$ cat config.mk
export PLATFORM = sky130hd
export DESIGN_NAME = ctr_record_buffer
export DESIGN_NICKNAME = d
export VERILOG_FILES = /design/src/rtl/ctr_record_buffer.sv
export SDC_FILE = /design/constraint.sdc
export NUM_CORES = 2
export LEC_CHECK = 0
export BUFFER_PORTS_ARGS = -buffer_cell sky130_fd_sc_hd__buf_2
export CORE_ASPECT_RATIO = 1.4
export CORE_MARGIN = 4
export CORE_UTILIZATION = 40
export DETAILED_ROUTE_END_ITERATION = 8
export GPL_TIMING_DRIVEN = 0
export HOLD_SLACK_MARGIN = 0.06
export PLACE_DENSITY = 0.55
export SYNTH_ARGS = -nofsm -noshare
export SYNTH_HDL_FRONTEND = slang
export SYNTH_SLANG_ARGS = --single-unit
$ cat constraint.sdc
create_clock -name clk_i -period 25.4 [get_ports clk_i]
set_clock_uncertainty 0.05 [all_clocks]
set_input_delay 0 -clock clk_i [delete_from_list [all_inputs] [get_ports clk_i]]
set_output_delay 0 -clock clk_i [all_outputs]
set_load 0.01 [all_outputs]
$ cat src/rtl/ctr_record_buffer.sv
// ctr_record_buffer
//   Receive side of the control-transfer-record emitter interface. Each
//   emitted record (source, target, type) that passes the privilege filter
//   and the freeze control is written into a circular buffer of DEPTH
//   entries at the write pointer, which then advances (wrapping overwrites
//   the oldest record). A multi-cycle sequencer invalidates the whole buffer
//   on request. The CSR side reads records newest-first through a registered
//   indexed port and can read and overwrite the write pointer.
//
// Ports
//   clk_i, rst_i            clock, asynchronous active-high reset
//   rec_source_i            {pc[XLEN-1:1], v}; v = 1 marks an emitted record
//   rec_target_i            {pc[XLEN-1:1], misp}
//   rec_type_i              transfer type (0 = none)
//   rec_priv_i              privilege of the source instruction (0 U, 1 S, 3 M)
//   en_m_i, en_s_i, en_u_i  record enable per privilege level
//   frz_i                   freeze: nothing is captured while high
//   clr_i                   single-cycle clear request
//   busy_o                  clear sequence in progress
//   rd_req_i, rd_idx_i,     read request; index 0 is the newest record;
//   rd_sel_i                sel 0 source, 1 target, 2 data, 3 reserved
//   rd_valid_o, rd_data_o   read response, exactly one cycle after rd_req_i;
//                           rd_data_o holds its value between responses
//   wrptr_o                 current write pointer
//   wrptr_we_i, wrptr_wdata_i  write-pointer load (honoured only when idle)
//
// Read handshake: rd_req_i is sampled on a rising edge; on the following
// cycle rd_valid_o is high for exactly one cycle per request, with
// rd_data_o carrying the answer. There is no back-pressure.
module ctr_record_buffer #(
   parameter  int XLEN  = 64,
   parameter  int DEPTH = 16,
   localparam int IdxW  = $clog2(DEPTH)
) (
   input  logic            clk_i,
   input  logic            rst_i,
   input  logic [XLEN-1:0] rec_source_i,
   input  logic [XLEN-1:0] rec_target_i,
   input  logic [3:0]      rec_type_i,
   input  logic [1:0]      rec_priv_i,
   input  logic            en_m_i,
   input  logic            en_s_i,
   input  logic            en_u_i,
   input  logic            frz_i,
   input  logic            clr_i,
   output logic            busy_o,
   input  logic            rd_req_i,
   input  logic [IdxW-1:0] rd_idx_i,
   input  logic [1:0]      rd_sel_i,
   output logic            rd_valid_o,
   output logic [XLEN-1:0] rd_data_o,
   output logic [IdxW-1:0] wrptr_o,
   input  logic            wrptr_we_i,
   input  logic [IdxW-1:0] wrptr_wdata_i
);

   typedef enum logic [0:0] {
      ST_IDLE  = 1'b0,
      ST_CLEAR = 1'b1
   } state_t;

   state_t          state_q, state_d;
   logic [IdxW-1:0] cnt_q, cnt_d;
   logic [IdxW-1:0] wrptr_q;
   logic [DEPTH-1:0] valid_q;

   // Record storage carries no reset: the valid bits alone decide what
   // is visible, so stale contents can never reach the read port.
   logic [XLEN-1:0] src_mem [DEPTH];
   logic [XLEN-1:0] tgt_mem [DEPTH];
   logic [3:0]      type_mem [DEPTH];

   logic            rd_valid_q;
   logic [XLEN-1:0] rd_data_q;

   logic            priv_en;
   logic            idle;
   logic            capture;
   logic            last_clear;
   logic [IdxW-1:0] rd_slot;
   logic [XLEN-1:0] rd_word;

   // ---------------------------------------------------------------
   // Capture qualification
   // ---------------------------------------------------------------
   always_comb begin
      priv_en = 1'b0;
      case (rec_priv_i)
         2'd0:    priv_en = en_u_i;
         2'd1:    priv_en = en_s_i;
         2'd3:    priv_en = en_m_i;
         default: priv_en = 1'b0;   // priv 2 is never recorded
      endcase
   end

   assign idle       = (state_q == ST_IDLE);
   // A same-cycle pointer write takes precedence and drops the record.
   assign capture    = rec_source_i[0] & ~frz_i & priv_en & idle & ~wrptr_we_i;
   assign last_clear = (state_q == ST_CLEAR) && (cnt_q == IdxW'(DEPTH - 1));

   // ---------------------------------------------------------------
   // Clear sequencer
   // ---------------------------------------------------------------
   always_comb begin
      state_d = state_q;
      cnt_d   = cnt_q;
      case (state_q)
         ST_IDLE: begin
            if (clr_i) begin
               state_d = ST_CLEAR;
               cnt_d   = '0;
            end
         end
         ST_CLEAR: begin
            cnt_d = cnt_q + IdxW'(1);
            if (last_clear) begin
               state_d = ST_IDLE;
            end
         end
         default: state_d = ST_IDLE;
      endcase
   end

   always_ff @(posedge clk_i or posedge rst_i) begin
      if (rst_i) begin
         state_q <= ST_IDLE;
         cnt_q   <= '0;
      end else begin
         state_q <= state_d;
         cnt_q   <= cnt_d;
      end
   end

   assign busy_o = (state_q == ST_CLEAR);

   // ---------------------------------------------------------------
   // Write pointer and valid bits
   // ---------------------------------------------------------------
   always_ff @(posedge clk_i or posedge rst_i) begin
      if (rst_i) begin
         wrptr_q <= '0;
      end else if (last_clear) begin
         wrptr_q <= '0;
      end else if (idle && wrptr_we_i) begin
         wrptr_q <= wrptr_wdata_i;
      end else if (capture) begin
         wrptr_q <= wrptr_q + IdxW'(1);
      end
   end

   // Capture only happens in IDLE and clearing only in CLEAR, so the
   // set and the clear never hit the valid vector in the same cycle.
   always_ff @(posedge clk_i or posedge rst_i) begin
      if (rst_i) begin
         valid_q <= '0;
      end else if (state_q == ST_CLEAR) begin
         valid_q[cnt_q] <= 1'b0;
      end else if (capture) begin
         valid_q[wrptr_q] <= 1'b1;
      end
   end

   always_ff @(posedge clk_i) begin
      if (capture) begin
         src_mem[wrptr_q]  <= rec_source_i;
         tgt_mem[wrptr_q]  <= rec_target_i;
         type_mem[wrptr_q] <= rec_type_i;
      end
   end

   assign wrptr_o = wrptr_q;

   // ---------------------------------------------------------------
   // Read port: newest-first index mapped onto the physical slot using
   // the pointer before any same-cycle update; IdxW-bit arithmetic
   // provides the modulo-DEPTH wrap.
   // ---------------------------------------------------------------
   assign rd_slot = wrptr_q - IdxW'(1) - rd_idx_i;

   always_comb begin
      rd_word = '0;
      if (idle && valid_q[rd_slot]) begin
         case (rd_sel_i)
            2'd0:    rd_word = {src_mem[rd_slot][XLEN-1:1], valid_q[rd_slot]};
            2'd1:    rd_word = tgt_mem[rd_slot];
            2'd2:    rd_word = {{(XLEN-4){1'b0}}, type_mem[rd_slot]};
            default: rd_word = '0;
         endcase
      end
   end

   always_ff @(posedge clk_i or posedge rst_i) begin
      if (rst_i) begin
         rd_valid_q <= 1'b0;
         rd_data_q  <= '0;
      end else begin
         rd_valid_q <= rd_req_i;
         if (rd_req_i) begin
            rd_data_q <= rd_word;
         end
      end
   end

   assign rd_valid_o = rd_valid_q;
   assign rd_data_o  = rd_data_q;

endmodule

== Word level (Yosys, flattened, before mapping) ==
Memory sizes are Yosys's and may differ from the RTL's.
Cells that the tools add are included.

* Flip-flop bits (word level): 90
* Bits in writable memories: 2,112
* Input bits: 153
* Output and inout port bits: 70
* Word-level logic and storage cells: 64
* Memories kept: 3

* Add/subtract/negate cells: 4
* Order comparisons: 5
* Equal/unequal tests: 6
* Muxes and demuxes: 21
* Bitwise operators: 10
* Reductions and logical operators: 9

{| class="wikitable"
|+ Memories
! name !! depth !! bits a word !! rd ports !! clocked after Yosys merged registers in !! write ports !! line !! source
|-
| src_mem || 16 || 64 || 1 || 0 || 1 || 69 || <nowiki>logic [XLEN-1:0] src_mem [DEPTH];</nowiki>
|-
| tgt_mem || 16 || 64 || 1 || 0 || 1 || 70 || <nowiki>logic [XLEN-1:0] tgt_mem [DEPTH];</nowiki>
|-
| type_mem || 16 || 4 || 1 || 0 || 1 || 71 || <nowiki>logic [3:0] type_mem [DEPTH];</nowiki>
|}

{| class="wikitable"
|+ Operator list
! operator !! count
|-
| 64-bit one-hot mux with 3 select lines || 1
|-
| 64-bit two-way mux || 1
|-
| 16-bit two-way mux || 2
|-
| 16-bit bitwise AND || 1
|-
| 4-bit two-way mux || 4
|-
| 16-bit NOT || 1
|-
| 16-bit OR || 1
|-
| 4-bit by 5-bit < comparator with 1-bit output, second input constant || 3
|-
| 4-bit by 1-bit adder with 4-bit output, second input constant || 2
|-
| 1-bit demux with 4-bit select || 2
|-
| 4-bit by 1-bit >= comparator with 1-bit output, second input constant || 2
|-
| 4-bit one-hot mux with 2 select lines || 1
|-
| 1-bit two-way mux || 7
|-
| 1-bit logical AND || 5
|-
| 1-bit bitwise AND || 4
|-
| 1-bit binary-select mux with 4-bit select || 1
|-
| 2-bit by 1-bit equality test with 1-bit output, second input constant || 2
|-
| 2-bit equality test, second input constant || 2
|-
| 4-bit equality test, second input constant || 1
|-
| 2-bit zero test || 2
|-
| 4-bit by 1-bit subtractor with 4-bit output, second input constant || 1
|-
| 4-bit subtractor || 1
|-
| 1-bit NOT || 3
|-
| 1-bit one-hot mux with 3 select lines || 1
|-
| 4 further kinds || 4
|}

== Logic depth before layout (Yosys ltp) ==
* Word-level depth: 8
* Mapped depth: 13
* Mapped depth without buffers: 10

== Worst setup path after synthesis ==
Ideal clock, no wire load.

* Path type: flip-flop to flip-flop
* Start point: register state_q (netlist: busy_o)
* End point: memory src_mem[3][10] (enable)
* Setup time: 0.784 ns
* Data arrival time: 10.056 ns
* Slack: 14.510 ns
* Cell stages (with the launch flop): 6
* Path buffers: 1
* Period minus slack after synthesis: 10.890 ns
* Cell sequence: dfrtp_1 clkinv_1 and4_1 clkbuf_1 nand2_1 nor3_1

* Cells in the longest elaborated chain, start to end: 5

{| class="wikitable"
|+ Ends and longest elaborated chain
! item !! line !! source
|-
| start, declared || 62 || <nowiki>state_t state_q, state_d;</nowiki>
|-
| start signal, assigned || 129 || <nowiki>state_q <= state_d;</nowiki>
|-
| 1-bit NOT || -- ||
|-
| 1-bit bitwise AND (2 in series) || 98 || <nowiki>assign capture = rec_source_i[0] & ~frz_i & priv_en & idle & ~wrptr_we_i;</nowiki>
|-
| 1-bit two-way mux || 164 || <nowiki>if (capture) begin</nowiki>
|-
| 1-bit two-way mux (implied by the code) || 165 || <nowiki>src_mem[wrptr_q] <= rec_source_i;</nowiki>
|-
| end, declared || 69 ||
|}

No other way between the ends.

== Worst setup path after layout ==
* Start point: register wrptr_q[0] (netlist: wrptr_o[0])
* End point: register rd_data_q[18] (netlist: rd_data_o[18])

* Cells in the longest elaborated chain, start to end: 6
* Elaborated cells between the ends (all ways): 9
* Classes of those cells: add/sub: 2; mux: 4; reduce/logical: 1; memory: 2

{| class="wikitable"
|+ Ends and longest elaborated chain
! item !! line !! source
|-
| start, declared || 64 || <nowiki>logic [IdxW-1:0] wrptr_q;</nowiki>
|-
| start signal, assigned || 145 || <nowiki>wrptr_q <= wrptr_wdata_i;</nowiki>
|-
| start signal, assigned || 147 || <nowiki>wrptr_q <= wrptr_q + IdxW'(1);</nowiki>
|-
| 4-bit by 1-bit subtractor with 4-bit output (*) || 178 || <nowiki>assign rd_slot = wrptr_q - IdxW'(1) - rd_idx_i;</nowiki>
|-
| 4-bit subtractor (*) || 178 ||
|-
| branches (longest 3 deep; another with memory read 16 x 64 bit) || -- ||
|-
| 64-bit two-way mux (*) || 182 || <nowiki>if (idle && valid_q[rd_slot]) begin</nowiki>
|-
| end signal, assigned || 199 || <nowiki>rd_data_q <= rd_word;</nowiki>
|-
| end, declared || 74 || <nowiki>logic [XLEN-1:0] rd_data_q;</nowiki>
|}

Mark *: on every way between the ends. The select of a mux whose other input is x is not followed.
A chain may end at the register's enable or synchronous reset.

==> implementation parameters <==
Parameter                              Value

Yosys
  Synth Area in XOR/XNOR ... 0.0736%
  Area of the mapped netlist ... roughly 0.083 mm^2
  Adder and majority cell fraction of the synthesized area ... 0.189%
  Number of distinct standard cells referenced by the synthesized netlist ... 46
  Fraction of registers with async set/reset ... 4.12%
  Count of flip-flops with a built-in enable after synthesis ... 2,096
  Proportion of synthesized chip area in sequential cells ... 78.3%
  Number of synthesis warnings ... 0
  Most repeated cell in the gate-level netlist after synthesis ... edfxtp_1
  Syn_nets ... approximately 3,800
  Fraction of synthesized area in multiplexers ... between 10% and 20%
  Gate count after technology mapping ... 3,636
  Synthesized area per cell ... 22.9 um^2
  Ranking of synthesized cells by area ... edfxtp_1 (76%), mux4_2 (14%), mux2i_1 (3.1%), dfrtp_1 (2.7%), o22ai_1 (1.1%)
  Synth Area in Compound Gates ... 2.02%
  Dominant combinational cell family by area after synthesis ... multiplexers
  Register bit total from synthesis ... approximately 2,200
  Synth top cells by count ... edfxtp_1 (2,096), mux4_2 (528), mux2i_1 (262), o22ai_1 (151), dfrtp_1 (90)
  Portion of synthesized cell area occupied by the leading cell type ... 75.5%
  Most used flip-flop cell after synthesis ... edfxtp_1
  Share of synthesized cell area in and, or, nand and nor gates ... 0.562%
  Cell taking the most area after synthesis ... edfxtp_1

Global routing
  Wire length of the first global-routing pass ... 333 mm
  Vias in the first global route ... 43,000
  Maximum number of pins on one net before global-route repair ... 49
  Total congestion overflow ... 0
  Number of antenna violations at the first check in global routing ... 46
  GRT Overall Usage ... 21.7%

Floorplan
  I/O pin count ... 223
  Die width ... around 400 um
  Rows ... 197
  Total die area ... 0.216 mm^2
  Effective utilization at floorplan ... 40.3%
  Height of the chip ... 548 um
  CORE AREA ... 0.207 mm^2

Clock network
  Number of buffers inserted by hold repair at cts ... about 250
  Number of buffers inserted to repair setup after CTS ... 0
  Largest buffer count on any clock path ... 4
  CTS tree ... built
  Clock slew at the register clock pins of the worst setup and hold paths ... 0.07 ns
  Worst-Skew Late Latency ... 0.83 ns
  Sink Count ... 2,186
  H-tree level count ... 4
  Root Buffer ... clkbuf_16
  Resized Gates After CTS ... 0
  Number of clock buffers inserted by TritonCTS ... 206

STA
  Worst relative slew slack ... -1.89%
  Peak clock frequency supported by timing ... 179 MHz
  Max Transition Viols Final ... 11
  Hold Fails Final Rpt ... 0
  Final setup violation count ... 0
  Worst slew pin tran ... 1.53 ns
  Final min period ... 5.58 ns
  Unrepaired setup endpoints after global routing ... no
  Worst hold slack across all endpoints ... roughly 0.09 ns
  Period utilization ... 22.0%

Pwr
  Power share of the combinational group ... 32.5%
  Sequential share of power ... approximately 38%
  Power per Cell Area ... 105 mW/mm^2
  Part of the power in the clock network ... 29.5%
  Net switching power ... ~0.0033 W
  Sw Share ... 31.1%
  Maximum ir drop on the vdd rail ... 0.0591 mV
  Internal power ... 0.00723 W
  Static leakage power ... about 33 nW

Critical path
  Type of destination of the critical path ... flop
  Number of cells on the worst reg-to-reg path ... 12
  Highest net fanout along the worst path ... 10
  Crit start category ... flop
  Worst-case register-to-register setup slack ... 19.82 ns
  Start-to-end type of the worst setup path ... reg2reg
  Arrival time worst endpoint ... 6.19 ns
  Required @ worst endpoint ... 26.01 ns

Final layout
  Post-route non-filler standard cell count ... 7,355
  Post-layout net count ... 4,654
  Area growth from synthesis to layout ... 20.0%
  Ratio of cells with drive above 1 in the final layout ... between 20% and 30%
  Final cell area excluding filler cells ... approximately 0.1 mm^2

Placed design
  Cell count after placement ... 6,720
  Sum of net half-perimeters after detailed placement ... 157 mm
  Placer congestion estimate ... 0.742
  Placed Instance Area ... 0.0908 mm^2
  Count of input and output buffers ... 222

Detailed routing
  Total vias in the final route ... between 40,000 and 50,000
  Number of DRC markers in iteration 0 ... 4,223
  Routed length per placed instance ... 32.2 um
  Detailed Routing Iterations Pass 1 ... 7
  Antenna viol nets, final ... 0
  WL final ... 237 mm
  DRC Markers ... 0
  Via density ... 5.66

Job
  Number of max-cap violations ... 1

Run status
  Violated checks ... capacitance limit, slew limit
  Outcome ... finished, violations left

Min path
  Hold Path Class ... in2reg
  Number of cells traversed by the worst hold path ... 2
cell families after synthesis:
group | after synthesis
fa+ha+maj | 12
compound gates | 266
simple gates | 102
xor+xnor | 7
mux | 800
flops | 2186
buf+inv | 263
placed cells by master (no fill, tap or decap), types with 10 or more instances in the layout:
master and n:
edfxtp_1 2096, mux4_2 528, buf_2 302, mux2i_1 262, dlygate4sd3_1 247, clkbuf_16 213, o22ai_1 151, clkbuf_1 121
dfrtp_1 90, buf_6 80, buf_12 78, inv_1 72, clkinv_1 39, o21ai_1 37, o21bai_1 35, nor2_1 32
clkinv_2 30, buf_1 22, bufinv_16 22, o21ai_0 16, diode_2 15, nand2_1 15, buf_16 14, nand3_1 13
clkbuf_2 13, nor2_4 12, ha_1 11, mux2_2 10
flip-flops by register name, summed over array words and instances (netlist names):
name        cells
cnt_q           4
rd_data_o      64
valid_q        16
src_mem      1008
busy_o          1
wrptr_o         4
tgt_mem      1024
rd_valid_o      1
type_mem       64
layer usage:
metal	share of wire [%]	global-route usage, %	vias to the layer above
met5	0.078	0	-
met4	2.3	5.34	30
met3	5.4	3.07	352
met2	51	37.8	1409
met1	41	29.0	22700
li1	-	-	17100
critical path: stages (launching register included):
cell and delay, ns:
dfrtp_1 0.49, ha_1 0.24, inv_1 0.06, fa_1 0.47, buf_2 0.21, buf_2 0.38, clkbuf_1 1.05, buf_1 0.82
mux4_2 0.51, mux2i_1 0.37, o22ai_1 0.22, o21bai_1 0.39, o21ai_1 0.11
cell type report:
| type | instances | area (um^2) |
|---|---|---|
| Clock buffer | 273 | 5620 |
| Fill cell | 16900 | 107000 |
| Antenna cell | 15 | 37.5 |
| Inverter | 74 | 283 |
| Tap cell | 2686 | 3360 |
| Clock inverter | 100 | 1030 |
| Buffer | 189 | 860 |
| Timing Repair Buffer | 645 | 6480 |
| Sequential cell | 2186 | 65200 |
| Multi-Input combinational cell | 1187 | 17100 |
stage by stage:
step	setup WS (ns)	total power (W)	utilization (%)	setup TNS, ns
final	19.82	0.0105	48.4	0
after CTS	19.73	0.0106	48.4	0
after global routing	19.75	0.0109	48.4	0
after detailed placement	19.77	0.00750	44.0	0
after floorplan	14.51	0.00632	-	0
after global placement	-0.0576	0.00747	42.5	-3.76
power groups by stage:
stage                     sequential (W)  clock (W)  combinational (W)
after floorplan                  0.00407          0            0.00225
after global placement           0.00407          0            0.00340
after detailed placement         0.00407          0            0.00343
after CTS                        0.00399    0.00314            0.00348
after global routing             0.00399    0.00329            0.00362
final                            0.00399    0.00309            0.00341
final timing paths:
path,from,endpoint
setup / recovery,wrptr_o[0]$_DFFE_PP0P_,rd_data_o[18]$_DFFE_PP0P_
hold / removal,rec_target_i[16],tgt_mem[8][16]$_DFFE_PP_
setup reg to reg,wrptr_o[0]$_DFFE_PP0P_,rd_data_o[18]$_DFFE_PP0P_
hold reg to reg,valid_q[11]$_DFFE_PP0P_,valid_q[11]$_DFFE_PP0P_
max in group asynchronous,rst_i,rd_data_o[43]$_DFFE_PP0P_
min in group asynchronous,rst_i,rd_data_o[5]$_DFFE_PP0P_
(Power assumes the default switching activity.)
